$ cat src/rtl/alu_rr_scheduler.sv
// alu_rr_scheduler: round-robin sharing of one combinational ALU between two requesters.
// Latency: accept to resp_valid = WAIT+1 cycles for a legal op, 1 cycle for an illegal op.
// Backpressure: req*_ready only in IDLE; a held response blocks new grants until resp_ready.
// Optional feature macro: ALU_SCHED_STATS_EN adds grant_cnt0/grant_cnt1/err_cnt counters.
module alu_rr_scheduler #(
    parameter int W      = 4,
    parameter int SW     = 4,
    parameter int WAIT   = 1,
    parameter int MAX_OP = 13
) (
    input  logic          clk,
    input  logic          rst,
    input  logic          req0_valid,
    input  logic [W-1:0]  req0_a,
    input  logic [W-1:0]  req0_b,
    input  logic [SW-1:0] req0_s,
    output logic          req0_ready,
    input  logic          req1_valid,
    input  logic [W-1:0]  req1_a,
    input  logic [W-1:0]  req1_b,
    input  logic [SW-1:0] req1_s,
    output logic          req1_ready,
    output logic [W-1:0]  alu_a,
    output logic [W-1:0]  alu_b,
    output logic [SW-1:0] alu_s,
    input  logic [W-1:0]  alu_y,
    input  logic          alu_cout,
    output logic          resp_valid,
    input  logic          resp_ready,
    output logic [W-1:0]  resp_y,
    output logic          resp_cout,
    output logic          resp_id,
`ifdef ALU_SCHED_STATS_EN
    output logic [15:0]   grant_cnt0,
    output logic [15:0]   grant_cnt1,
    output logic [7:0]    err_cnt,
`endif
    output logic          resp_err
);

    localparam int CW = 4;
    localparam logic [SW-1:0] MAX_OP_V = SW'(MAX_OP);

    typedef enum logic [1:0] {
        ST_IDLE = 2'd0,
        ST_EXEC = 2'd1,
        ST_RESP = 2'd2
    } state_t;

    state_t         state_q;
    logic           last_grant_q;
    logic           hold_q;      // one dead IDLE cycle after each response handshake
    logic           op_id_q;
    logic [CW-1:0]  cnt_q;
    logic [W-1:0]   alu_a_q;
    logic [W-1:0]   alu_b_q;
    logic [SW-1:0]  alu_s_q;
    logic           resp_valid_q;
    logic [W-1:0]   resp_y_q;
    logic           resp_cout_q;
    logic           resp_id_q;
    logic           resp_err_q;

    logic           gnt_en;
    logic           gnt_id;
    logic [W-1:0]   gnt_a;
    logic [W-1:0]   gnt_b;
    logic [SW-1:0]  gnt_s;
    logic           gnt_illegal;

    // Round-robin pick: on contention the requester that did not win last time goes next.
    always_comb begin
        gnt_en = (state_q == ST_IDLE) && !hold_q && !rst && (req0_valid || req1_valid);
        if (req0_valid && req1_valid) begin
            gnt_id = ~last_grant_q;
        end else begin
            gnt_id = req1_valid;
        end
        gnt_a       = gnt_id ? req1_a : req0_a;
        gnt_b       = gnt_id ? req1_b : req0_b;
        gnt_s       = gnt_id ? req1_s : req0_s;
        gnt_illegal = (gnt_s > MAX_OP_V);
    end

    assign req0_ready = gnt_en & ~gnt_id;
    assign req1_ready = gnt_en &  gnt_id;

    assign alu_a      = alu_a_q;
    assign alu_b      = alu_b_q;
    assign alu_s      = alu_s_q;
    assign resp_valid = resp_valid_q;
    assign resp_y     = resp_y_q;
    assign resp_cout  = resp_cout_q;
    assign resp_id    = resp_id_q;
    assign resp_err   = resp_err_q;

    // Scheduler FSM: grant, hold ALU inputs for WAIT cycles, capture, hand back the result.
    always_ff @(posedge clk or posedge rst) begin
        if (rst) begin
            state_q      <= ST_IDLE;
            last_grant_q <= 1'b1;
            hold_q       <= 1'b0;
            op_id_q      <= 1'b0;
            cnt_q        <= '0;
            alu_a_q      <= '0;
            alu_b_q      <= '0;
            alu_s_q      <= '0;
            resp_valid_q <= 1'b0;
            resp_y_q     <= '0;
            resp_cout_q  <= 1'b0;
            resp_id_q    <= 1'b0;
            resp_err_q   <= 1'b0;
        end else begin
            hold_q <= 1'b0;
            case (state_q)
                ST_IDLE: begin
                    if (gnt_en) begin
                        last_grant_q <= gnt_id;
                        op_id_q      <= gnt_id;
                        if (gnt_illegal) begin
                            // Illegal select never reaches the ALU bus.
                            resp_valid_q <= 1'b1;
                            resp_err_q   <= 1'b1;
                            resp_y_q     <= '0;
                            resp_cout_q  <= 1'b0;
                            resp_id_q    <= gnt_id;
                            state_q      <= ST_RESP;
                        end else begin
                            alu_a_q <= gnt_a;
                            alu_b_q <= gnt_b;
                            alu_s_q <= gnt_s;
                            cnt_q   <= CW'(WAIT);
                            state_q <= ST_EXEC;
                        end
                    end
                end
                ST_EXEC: begin
                    cnt_q <= cnt_q - CW'(1);
                    if (cnt_q == CW'(1)) begin
                        resp_valid_q <= 1'b1;
                        resp_y_q     <= alu_y;
                        resp_cout_q  <= alu_cout;
                        resp_id_q    <= op_id_q;
                        resp_err_q   <= 1'b0;
                        state_q      <= ST_RESP;
                    end
                end
                ST_RESP: begin
                    if (resp_ready) begin
                        resp_valid_q <= 1'b0;
                        hold_q       <= 1'b1;
                        state_q      <= ST_IDLE;
                    end
                end
                default: state_q <= ST_IDLE;
            endcase
        end
    end

`ifdef ALU_SCHED_STATS_EN
    logic [15:0] grant_cnt0_q;
    logic [15:0] grant_cnt1_q;
    logic [7:0]  err_cnt_q;

    assign grant_cnt0 = grant_cnt0_q;
    assign grant_cnt1 = grant_cnt1_q;
    assign err_cnt    = err_cnt_q;

    // Saturating per-requester grant counters and illegal-op counter.
    always_ff @(posedge clk or posedge rst) begin
        if (rst) begin
            grant_cnt0_q <= '0;
            grant_cnt1_q <= '0;
            err_cnt_q    <= '0;
        end else begin
            if (req0_ready && (grant_cnt0_q != 16'hFFFF)) begin
                grant_cnt0_q <= grant_cnt0_q + 16'd1;
            end
            if (req1_ready && (grant_cnt1_q != 16'hFFFF)) begin
                grant_cnt1_q <= grant_cnt1_q + 16'd1;
            end
            if (gnt_en && gnt_illegal && (err_cnt_q != 8'hFF)) begin
                err_cnt_q <= err_cnt_q + 8'd1;
            end
        end
    end
`endif

endmodule

$ cat config.mk
export PLATFORM = sky130hd
export DESIGN_NAME = alu_rr_scheduler
export DESIGN_NICKNAME = d
export VERILOG_FILES = /design/src/rtl/alu_rr_scheduler.sv
export SDC_FILE = /design/constraint.sdc
export NUM_CORES = 1
export LEC_CHECK = 0
export CAP_MARGIN = 20
export CORE_UTILIZATION = 45
export CTS_BUF_LIST = sky130_fd_sc_hd__clkbuf_8 sky130_fd_sc_hd__clkbuf_16
export CTS_CLUSTER_DIAMETER = 40
export DETAILED_ROUTE_END_ITERATION = 10
export PLACE_DENSITY = 0.9
export SETUP_SLACK_MARGIN = 0.05
export SLEW_MARGIN = 10
export SYNTH_ARGS = -nofsm -noshare
export SYNTH_HDL_FRONTEND = slang
export SYNTH_SLANG_ARGS = --single-unit
$ cat constraint.sdc
create_clock -name clk -period 4.2 [get_ports clk]
set_input_delay 0.84 -clock clk [delete_from_list [all_inputs] [get_ports clk]]
set_output_delay 0.84 -clock clk [all_outputs]
set_load 0.02 [all_outputs]
## Word-level counts from Yosys, hierarchy flattened

Cells that the tools add are included.

- Register bits after elaboration: 29
- Bits of input ports: 34
- Output and inout port bits: 22
- Word-level logic and storage cells: 77

- Add/sub/neg operators: 1
- $lt $le $gt $ge: 1
- Equality and inequality tests: 8
- Multiplexer cells: 33
- Bitwise logic cells: 5
- Reduce and logical (&&, ||, !) cells: 16

Operators with widths:

| cell | number |
|---|---|
| $mux W4 | 8 |
| $pmux W4 S2 | 2 |
| $mux W1 | 14 |
| $ne A2 B2 Y1 const B | 5 |
| $reduce_and A3 Y1 | 3 |
| $mux W2 | 4 |
| $pmux W1 S2 | 3 |
| $pmux W2 S3 | 1 |
| $reduce_and A5 Y1 | 1 |
| $eq A4 B1 Y1 const B | 1 |
| $gt A4 B4 Y1 const B | 1 |
| $logic_and A1 B1 Y1 | 4 |
| $reduce_and A4 Y1 | 1 |
| $sub A4 B1 Y4 const B | 1 |
| $not A1 Y1 | 3 |
| $pmux W1 S3 | 1 |
| $reduce_bool A3 Y1 | 1 |
| $and A1 B1 Y1 | 2 |
| $eq A2 B1 Y1 const B | 1 |
| $eq A2 B2 Y1 const B | 1 |
| $logic_not A1 Y1 | 2 |
| $logic_not A2 Y1 | 1 |
| $reduce_and A2 Y1 | 1 |
| $reduce_bool A2 Y1 | 1 |
| $logic_or A1 B1 Y1 | 1 |

## Logic depth before layout (Yosys ltp)

- Depth after elaboration: 7
- Depth in mapped cells: 7
- Depth with buffers taken out: 6

## Worst setup path after synthesis

OpenSTA, ideal clock, no wires.

- Path kind: input port to output port
- Start point: in req1_valid
- End point: out req1_ready
- Arrival time: 1.662 ns
- Data required time: 3.360 ns
- Path slack: 1.698 ns
- Stages: 3
- Path buffers: 1
- Cells stage by stage: a21boi_4 > buf_2 > and2_1

- Cells in the longest elaborated chain, start to end: 3
- Elaborated cells between the ends (all ways): 5
- Those cells by class: mux (1); bitwise (1); reduce/logical (3)

Ends and longest elaborated chain:

| what | RTL line | RTL |
|---|---|---|
| from (decl) | 18 | `input logic req1_valid,` |
| $logic_and A1 B1 Y1 / $logic_or A1 B1 Y1 (equally long branches) | 74, 73 |  |
| $mux W1 / $logic_and A1 B1 Y1 (equally long branches) | 74, 73 |  |
| $and A1 B1 Y1 * | 86 | `assign req1_ready = gnt_en & gnt_id;` |
| to (decl) | 22 | `output logic req1_ready,` |

Every way passes the cells marked *; elsewhere a longest branch is shown, timed or not.

## Worst setup path in the final report

- Start point: in rst
- End point: out req1_ready

- Cells in the longest elaborated chain, start to end: 4

Ends and longest elaborated chain:

| what | RTL line | RTL |
|---|---|---|
| from (decl) | 12 | `input logic rst,` |
| $logic_not A1 Y1 (no line) | -- |  |
| $logic_and A1 B1 Y1 (2 in a row) | 73 | `gnt_en = (state_q == ST_IDLE) && !hold_q && !rst && (req0_valid \|\| req1_valid);` |
| $and A1 B1 Y1 | 86 |  |

No other way between the ends.

==> impl_metrics.tcl <==
set metrics [dict create \
    period_needed_ps 3590 \
    grt_max_degree 30 \
    fin_nets 206 \
    power_density_nw_per_um2 683 \
    syn-num-nets 145 \
    fin_setup_tns_ps 0 \
    synth.cell_area_um2 1400 \
    stdcell_count 201 \
    ios 56 \
    dr.first_iter.drc_count 26 \
    wl_per_cell_um 16.4 \
    dp_cells 193 \
    post_cts_buffers 0 \
    crit-reg2reg-launch "cnt_q[1]" \
    worstMarginPinSlew_ps 707 \
    min_to "alu_a[0]" \
    hold_violations 0 \
    switching_share_pct 36.3 \
    slew_headroom_pct 52.7 \
    area_growth_pct 49.4 \
    synth.distinct_cells 33 \
    violations "design-rule violations" \
    worstPathRequired_ps 3360 \
    cp_top_family "buffers and inverters" \
    tritoncts.num_buffers 5 \
    worstPathCellList "clkdlybuf4s50_1 -> nor4_1 -> o21a_1 -> and2_1 -> clkdlybuf4s50_1" \
    clock-skew-final_ps 3.86 \
    vias_per_cell 5.34 \
    clkPwrFrac_pct 15.4 \
    r2r_cells 6 \
    diodes 0 \
    ys_warn_count 0 \
    cp_num_buf_inv 2 \
    portBuffers 55 \
    grt_pass1_wl_um 5130 \
    fin_crit_sh_pct 85.5 \
    grt_overflow 0 \
    start_util_pct 48.9 \
    die_w_um 57.7 \
    insertion_delay_ps 280 \
    dp_hpwl_um 2500 \
    holdBufCountCts 0 \
    crit_top_cell "clkdlybuf4s50_1" \
    p_int_uw 907 \
    cts_max_path_buffers 2 \
    cpMaxStageDelayCell "clkdlybuf4s50_1" \
    max_cap_violations 0 \
    drtAntennaViolNets 0 \
    ys_seq_elements 29 \
    rows 19 \
    wl_um 3300 \
    firstDrtPassIters 7 \
    synth_cells 109 \
    clock.fmax_mhz 278 \
    htree_levels 2 \
    vias 1074 \
    seq_area_frac_synth_pct 52.1 \
    cts_sinks 29 \
    total_leakage_power_uw 0.000911 \
    die_y_um 57.7 \
    cts_tree "done" \
    setup_violations 0 \
    grt_antenna_before_repair 0 \
    post_cts_resize_count 0 \
    worst_r2r_endpoint "resp_id" \
    p_comb_share_pct 48.9 \
    syn_area_per_cell_um2 12.8 \
    slew_violations 0 \
    hp-class "register to register" \
    cts-root-buf "clkbuf_8" \
    min_from "alu_a[0]" \
    path_max_fanout 6 \
    seqPwrFrac_pct 35.7 \
    route.detailed.drc 5 \
    critPathLaunchType "primary input" \
    p_sw_uw 517 \
    min_path_cells 1 \
    outcome "complete, but fails checks" \
    critPathCaptureType "output pin" \
    crit_type "primary input to output pin" \
    vdd_drop_max_v 0.000381 \
    reg2reg_slack_ps 2160 \
    core_um2 2850 \
    rsz0062_at_grt "no" \
    die-area_um2 3330 \
    clkTransAtPathRegs_ps 60 \
    routabilityCongestion 0.801 \
    arrival_ps 2750 \
    grt_pass1_vias 1169 \
    drive_above_1_share_pct 18.2 \
    grt_usage_pct 21.3 \
    max_stage_delay_ps 620 \
]
## final cells by class
class                   count  area (um^2)
inverters                   6         22.5
multi-input cells          71          624
clock inverters             1         3.75
fillers                   201          768
flip-flops and latches     29          727
well taps                  31         38.8
clock buffers               6         82.6
repair buffers             57          586
## through the flow
stage               power, uW  hold WS, ps  area (um^2)  setup slack (ps)  util [%]
global placement         1160          471         1970               718      69.1
global route             1500          513         2080               511      73.1
detailed placement       1200          479         1970               641      69.1
floorplan                 903          450         1400              1700         -
CTS                      1430          496         2060               633      72.1
finish                   1420          492         2080               607      73.1
## kinds of logic after synthesis
group,synth area share [%]
AO/OA/AOI/OAI,13.0
XOR/XNOR,1.26
buffers and inverters,3.14
adder cells (fa/ha/maj),1.79
flip-flops,52.1
AND/OR/NAND/NOR,8.88
multiplexers,19.8
## placed cells by master, fill, tap and decap left out, types with 2 or more instances in the layout
| cell | netlist | layout |
|---|---|---|
| inv_1 | 6 | 7 |
| mux2_1 | 2 | 2 |
| dfrtp_1 | 28 | 28 |
| a21oi_1 | 3 | 3 |
| nand3_1 | 2 | 2 |
| nand2_1 | 4 | 4 |
| nor2b_1 | 2 | 2 |
| clkdlybuf4s50_1 | 0 | 55 |
| o21a_1 | 2 | 2 |
| nor4_1 | 2 | 2 |
| o21ai_0 | 2 | 2 |
| clkbuf_8 | 0 | 6 |
| mux2_2 | 17 | 17 |
| nand2b_1 | 2 | 2 |
| mux2i_1 | 4 | 4 |
| nor2_1 | 6 | 6 |
| ha_1 | 2 | 2 |
| a22o_1 | 5 | 5 |
| a2bb2oi_1 | 3 | 3 |
| a21o_1 | 2 | 2 |
## worst reg2reg max path, delay by kind of cell, from the launching register on
family	cells	cell delay, ps
simple gates	2	810
buf+inv	1	120
fa+ha+maj	1	160
flops	1	390
compound gates	1	130
mux	1	310
## power by group through the flow
stage	sequential, uW	clock [uW]	combinational, uW
2_1_floorplan	607	0	296
3_3_place_gp	500	0	665
3_5_place_dp	507	0	697
4_1_cts	506	228	698
5_1_grt	521	240	743
6_report	508	219	697
## cells in the mapped netlist, drive strengths merged
master	count	area [um^2]
mux2	19	214
o21ai	3	15.0
o31a	1	8.76
a2bb2oi	3	26.3
a21o	2	15.0
o31ai	1	7.51
ha	2	25.0
dfstp	1	26.3
buf	2	16.3
a21boi	1	18.8
dfrtp	28	701
a22o	5	43.8
mux2i	5	62.6
o21a	2	15.0
nand3	2	10.0
a21oi	4	31.3
nor4	2	12.5
inv	6	22.5
xnor2	1	8.76
xor2	1	8.76
nor2	7	42.5
nor2b	2	12.5
and4bb	1	12.5
and2	1	6.26
nand2b	2	12.5
clkbuf	1	5.00
nand2	4	15.0
## layer usage
layer | GRT usage, % | up-vias | share of wire (%) | wire length (um)
li1 | - | 506 | - | -
met1 | 20.7 | 517 | 38 | 1240
met2 | 39.9 | 45 | 54 | 1770
met3 | 6.92 | 6 | 6.9 | 227
met4 | 11.2 | 0 | 1.9 | 64
met5 | 0 | - | 0 | 0
## registers in the layout, indices dropped and copies added (netlist names)
name          flops
alu_a             4
alu_b             4
alu_s             4
cnt_q             4
hold_q            1
last_grant_q      1
op_id_q           1
resp_cout         1
resp_err          1
resp_id           1
resp_valid        1
resp_y            4
state_q           2
## how the worst max path moves through the flow
stage / from / end / cells past startpoint
4_1_cts: rst / req1_ready / 5
2_1_floorplan: req1_valid / req1_ready / 3
3_5_place_dp: rst / req1_ready / 5
3_3_place_gp: rst / req1_ready / 5
6_report: rst / req1_ready / 5
5_1_grt: rst / req1_ready / 5
Power figures use the tool's default switching activity.
